==> src/rtl/rand_num_compare_pkg.sv <==
// Shared types for the frame-based rank/compare block: FSM states and result modes.
package rand_num_compare_pkg;

  typedef enum logic [1:0] {
    IDLE    = 2'd0,
    COLLECT = 2'd1,
    OUTPUT  = 2'd2
  } state_t;

  typedef enum logic {
    MODE_SUM   = 1'b0,
    MODE_RANGE = 1'b1
  } mode_t;

endpackage

==> src/rtl/rand_num_compare_seq_rank2_tracker.sv <==
// Tracks the two largest and two smallest samples seen since the last clear.
// The *_next outputs already include this cycle's update so callers can register results on the same edge.
module rank2_tracker #(
  parameter int WIDTH = 4
) (
  input  logic             clk,
  input  logic             rst,
  input  logic             clear,
  input  logic             update,
  input  logic [WIDTH-1:0] sample,
  output logic [WIDTH-1:0] max1_next,
  output logic [WIDTH-1:0] max2_next,
  output logic [WIDTH-1:0] min1_next,
  output logic [WIDTH-1:0] min2_next
);

  logic [WIDTH-1:0] max1_q, max2_q, min1_q, min2_q;
  logic [1:0]       fill_q, fill_d;
  logic             second;

  assign second = (fill_q == 2'd1);

  // After one sample the second slots hold a copy, so the second sample must always displace it.
  always_comb begin
    max1_next = max1_q;
    max2_next = max2_q;
    min1_next = min1_q;
    min2_next = min2_q;
    fill_d    = fill_q;
    if (clear) begin
      max1_next = '0;
      max2_next = '0;
      min1_next = '0;
      min2_next = '0;
      fill_d    = 2'd0;
    end else if (update) begin
      if (fill_q == 2'd0) begin
        max1_next = sample;
        max2_next = sample;
        min1_next = sample;
        min2_next = sample;
        fill_d    = 2'd1;
      end else begin
        fill_d = 2'd2;
        if (sample >= max1_q) begin
          max2_next = max1_q;
          max1_next = sample;
        end else if (second || sample > max2_q) begin
          max2_next = sample;
        end
        if (sample <= min1_q) begin
          min2_next = min1_q;
          min1_next = sample;
        end else if (second || sample < min2_q) begin
          min2_next = sample;
        end
      end
    end
  end

  always_ff @(posedge clk or posedge rst) begin
    if (rst) begin
      max1_q <= '0;
      max2_q <= '0;
      min1_q <= '0;
      min2_q <= '0;
      fill_q <= 2'd0;
    end else begin
      max1_q <= max1_next;
      max2_q <= max2_next;
      min1_q <= min1_next;
      min2_q <= min2_next;
      fill_q <= fill_d;
    end
  end

endmodule

==> src/rtl/rand_num_compare_seq.sv <==
// Collects FRAME_LEN samples per frame and reports either top-2/bottom-2 sums or max-min range and max.
// Results are registered on the last accept and held until the consumer handshakes.
module rand_num_compare_seq
  import rand_num_compare_pkg::*;
#(
  parameter int WIDTH     = 4,
  parameter int FRAME_LEN = 4
) (
  input  logic             clk,
  input  logic             rst,
  input  logic             in_valid,
  output logic             in_ready,
  input  logic [WIDTH-1:0] in_number,
  input  logic             mode,
  output logic             out_valid,
  input  logic             out_ready,
  output logic [WIDTH:0]   out_number1,
  output logic [WIDTH:0]   out_number2,
  output logic             busy
);

  localparam int CW = $clog2(FRAME_LEN + 1);

  state_t           state;
  mode_t            mode_q;
  logic [CW-1:0]    cnt;
  logic             accept, clear;
  logic [WIDTH-1:0] max1_n, max2_n, min1_n, min2_n;
  logic [WIDTH:0]   res1, res2;

  assign in_ready = (state != OUTPUT);
  assign busy     = (state != IDLE);
  assign accept   = in_valid && in_ready;
  assign clear    = (state == OUTPUT) && out_ready;

  rank2_tracker #(.WIDTH(WIDTH)) u_tracker (
    .clk       (clk),
    .rst       (rst),
    .clear     (clear),
    .update    (accept),
    .sample    (in_number),
    .max1_next (max1_n),
    .max2_next (max2_n),
    .min1_next (min1_n),
    .min2_next (min2_n)
  );

  // Results use the tracker's post-update view so the final sample is included.
  always_comb begin
    res1 = '0;
    res2 = '0;
    if (mode_q == MODE_SUM) begin
      res1 = {1'b0, max1_n} + {1'b0, max2_n};
      res2 = {1'b0, min1_n} + {1'b0, min2_n};
    end else begin
      res1 = {1'b0, max1_n - min1_n};
      res2 = {1'b0, max1_n};
    end
  end

  always_ff @(posedge clk or posedge rst) begin
    if (rst) begin
      state       <= IDLE;
      mode_q      <= MODE_SUM;
      cnt         <= '0;
      out_valid   <= 1'b0;
      out_number1 <= '0;
      out_number2 <= '0;
    end else begin
      case (state)
        IDLE: begin
          if (accept) begin
            mode_q <= mode ? MODE_RANGE : MODE_SUM;
            cnt    <= CW'(1);
            state  <= COLLECT;
          end
        end
        COLLECT: begin
          if (accept) begin
            if (cnt == CW'(FRAME_LEN - 1)) begin
              cnt         <= CW'(FRAME_LEN);
              state       <= OUTPUT;
              out_valid   <= 1'b1;
              out_number1 <= res1;
              out_number2 <= res2;
            end else begin
              cnt <= cnt + CW'(1);
            end
          end
        end
        OUTPUT: begin
          if (out_ready) begin
            cnt       <= '0;
            state     <= IDLE;
            out_valid <= 1'b0;
          end
        end
        default: begin
          cnt       <= '0;
          state     <= IDLE;
          out_valid <= 1'b0;
        end
      endcase
    end
  end

endmodule

==> config.mk <==
export PLATFORM = sky130hd
export DESIGN_NAME = rand_num_compare_seq
export DESIGN_NICKNAME = d
export VERILOG_FILES = /design/src/rtl/rand_num_compare_pkg.sv /design/src/rtl/rand_num_compare_seq_rank2_tracker.sv /design/src/rtl/rand_num_compare_seq.sv
export SDC_FILE = /design/constraint.sdc
export NUM_CORES = 1
export LEC_CHECK = 0
export BUFFER_PORTS_ARGS = -buffer_cell sky130_fd_sc_hd__buf_2
export CAP_MARGIN = 20
export CORE_MARGIN = 8
export CORE_UTILIZATION = 30
export DETAILED_ROUTE_END_ITERATION = 7
export GPL_TIMING_DRIVEN = 0
export PLACE_DENSITY = 0.46
export REMOVE_ABC_BUFFERS = 1
export SYNTH_ARGS = -nofsm -noshare
export SYNTH_HDL_FRONTEND = slang
export SYNTH_HIERARCHICAL = 1
export SYNTH_SLANG_ARGS = --single-unit
==> constraint.sdc <==
create_clock -name clk -period 8.2 [get_ports clk]
set_clock_uncertainty 0.1 [all_clocks]
set_input_delay 0.41 -clock clk [delete_from_list [all_inputs] [get_ports clk]]
set_output_delay 0.41 -clock clk [all_outputs]
set_load 0.02 [all_outputs]
==> PnR_summary.wiki <==
{| class="wikitable"
! Metric !! Value
|-
| Status || completed
|-
| Dpl hpwl || 4.82 mm
|-
| Pin count of the biggest net entering global routing || 24
|-
| Post-synthesis average cell area || 9.34 um^2
|-
| Max Fclk || around 270 MHz
|-
| Number of buffers inserted by post-CTS setup repair || 0
|-
| Flop and latch count out of synthesis || 35
|-
| Number of antenna violations at the first check in global routing || 0
|-
| Synth area leaders || dfrtp_1 (34%), ha_1 (14%), inv_1 (5.6%), o21ai_0 (3.7%), a21oi_1 (3.1%)
|-
| Post-synth EDFFs || 0
|-
| Clock Sink Count || 35
|-
| Gate family responsible for the most delay along the worst path || simple AND/OR/NAND/NOR gates
|-
| Most common library cell in the layout ignoring fill and taps || inv_1
|-
| Cell with the largest stage delay on the worst path || nor3b_1
|-
| Initial DRC count || around 130
|-
| Top-level I/O count || 22
|-
| Number of endpoints with negative hold slack in the final report || 0
|-
| Peak supply drop || approximately 0.19 mV
|-
| Diodes inserted || 0
|-
| Maximum number of buffers from clock root to sink || 2
|-
| Crit Path Max Fanout || 13
|-
| Initial core utilization || a little under a third
|-
| Final setup violating endpoints || 0
|-
| Worst skew pair latency || just under 0.3 ns
|-
| Clock transition time at the flip-flop clock pins of the worst setup and hold paths || ~0.08 ns
|-
| Post-route worst hold slack || about 0.11 ns
|-
| Cell variety after synth || 52
|-
| Total core area || about 8000 um^2
|-
| Static leakage || roughly 0.0014 uW
|-
| Power per Cell Area || approximately 460 nW/um^2
|-
| Chip width || 108 um
|-
| Worst-path cell chain || nand2b_4 -> and2_1 -> o21ai_1 -> nor3b_1 -> a221oi_1 -> ha_1 -> inv_1 -> fa_1 -> nor2_1 -> a21oi_1 -> o21ai_0
|-
| Global-route wire length before repair || roughly 11 mm
|-
| Maximum capacitance violations || 0
|-
| Share of post-route cells with drive strength above 1 || around 15%
|-
| Type of the worst min-delay path || primary input to async pin
|-
| Worst EP arrival || 3.77 ns
|-
| Total chip power || roughly 1300 uW
|-
| Worst path required time || around 8.3 ns
|-
| Syn Std Cell Area || 2550 um^2
|-
| Overall fraction of global-route tracks in use || between 10% and 20%
|-
| Gate count of the mapped netlist || ~270
|-
| Antenna violation net count after detailed routing || 0
|-
| Type of element capturing the critical path || flop
|-
| Final weighted congestion in routability-driven placement || 0.762
|-
| Sequential element share of the synthesized area || about a third
|-
| Cts hold-fix bufs || 0
|-
| Gr ovfl total || 0
|-
| Port buffer count || 21
|-
| Setup TNS || 0 ns
|-
| Via count || 2008
|-
| Warnings from Yosys || 6
|-
| Clock tree from TritonCTS || yes
|-
| Number of design rule violations left after detail routing || 0
|-
| Slowest stage delay, CP || about 0.56 ns
|-
| Cell chosen for the clock root || clkbuf_8
|-
| Clock period minus worst slack || ~3.7 ns
|-
| Length of the first detailed-routing pass in iterations || 6
|-
| Die footprint || between 10000 and 15000 um^2
|-
| Inst Count DP || 389
|-
| Maximum level of the CTS H-tree || 2
|-
| Highest-count cells in the layout ignoring fill and taps || inv_1 (38), dfrtp_1 (35), ha_1 (28), buf_2 (21), o21ai_0 (19)
|-
| Ys async rst share || 100%
|-
| Number of buffers added by the clock tree synthesis step || 5
|-
| Slew at the pin closest to its max-slew limit || ~0.98 ns
|-
| Row count || 33
|-
| Vias in the first global route || 2147
|-
| Unrepaired setup endpoints after global routing || false
|-
| Critical path launch point type || flop
|-
| Layout Area Growth over Synthesis || 11.2%
|-
| Final standard cell utilization of the core || roughly 35%
|-
| Fraction of post-synthesis cell area in the top cell type by area || approximately a third
|-
| Final count of pins violating max slew || 0
|-
| Final wirelength || 6.26 mm
|-
| Filler cell count in the final layout || 866
|-
| Crit share post-route || between 40 and 50%
|-
| Predominant post-synthesis flop cell || dfrtp_1
|-
| Number of gates resized after CTS || 0
|-
| Worst slew margin relative to its limit || about 34%
|-
| DR vias/cell || roughly 5.1
|-
| Chip Height || around 110 um
|-
| Worst Path Class, Setup || flop to flop
|-
| Final net count || ~330
|-
| Average wire length per cell after detail routing || 15.8 um
|-
| Final cell count without fillers || a little under 400
|-
| Top cell type by total area after synthesis || dfrtp_1
|-
| Number of buffers and inverters on the critical path || 1
|}
[final timing paths]
| check | from | endpoint | slack [ns] | cells past startpoint |
|---|---|---|---|---|
| max | state[0] | out_number1[1] | 4.53 | 11 |
| min | rst | cnt[1] | 0.11 | 2 |
| max reg2reg | state[0] | out_number1[1] | 4.53 | 11 |
| min reg2reg | out_number1[4] | out_number1[4] | 0.38 | 2 |
| max in group asynchronous | rst | u_tracker/max2_q[0] | 7.42 | 2 |
| min in group clk | mode | mode_q | 0.23 | 3 |
[metal layers]
layer | global-route usage [%] | routed length [um]
met3 | 2.32 | 236
met4 | 3.77 | 90
met1 | 16.1 | 3240
met5 | 0 | 0
met2 | 17.6 | 2700
[layout make-up]
type                    count  area [um^2]  share of cell area, %
multi-input cells         190         1470                   51.8
flip-flops and latches     35          876                   30.9
repair buffers             21          105                   3.71
inverters                  38          143                   5.03
clock inverters             3         43.8                   1.54
well taps                 105          131                   4.63
clock buffers               5         68.8                   2.43
[per-stage QoR]
step | worst slack [ns] | area, um^2
6_report | 4.53 | 2840
3_3_place_gp | 4.47 | 2720
5_1_grt | 4.21 | 2840
2_1_floorplan | 5.12 | 2490
3_5_place_dp | 4.42 | 2720
4_1_cts | 4.56 | 2840
[flip-flops by register name, indices dropped and copies added, names as in the netlist]
| register | flops |
|---|---|
| u_tracker/fill_q | 2 |
| out_number2 | 5 |
| u_tracker/min1_q | 4 |
| u_tracker/max1_q | 4 |
| state | 2 |
| u_tracker/max2_q | 4 |
| mode_q | 1 |
| u_tracker/min2_q | 4 |
| cnt | 3 |
| out_valid | 1 |
| out_number1 | 5 |
[cells by family after synthesis]
family | Yosys count | share of synthesized area [%]
DFF | 35 | 34.3
adders and majority gates | 31 | 16.1
AOI/OAI and AO/OA | 76 | 21.4
and+or+nand+nor | 73 | 16.4
xor gates and xnor gates | 5 | 1.72
buffers and inverters | 48 | 8.05
muxes | 5 | 1.96
[cells in the mapped netlist, types with 3 or more instances]
cell,number
a21o_1,4
a21oi_1,16
a221oi_1,4
a221oi_2,3
buf_4,4
dfrtp_1,35
fa_1,3
ha_1,28
inv_1,38
mux2i_1,5
nand2_1,18
nand2b_1,9
nand3b_1,5
nor2_1,17
nor3_1,4
o21ai_0,19
o21ai_1,3
o221ai_1,8
o31ai_1,3
xnor2_1,3
[where the power goes]
part	internal [uW]	switching, uW	leakage (uW)
clock network	90.5	65.7	0.0000581
registers	255	76.2	0.000421
logic	337	476	0.000922
No activity file was read; power rests on OpenSTA's default activity.
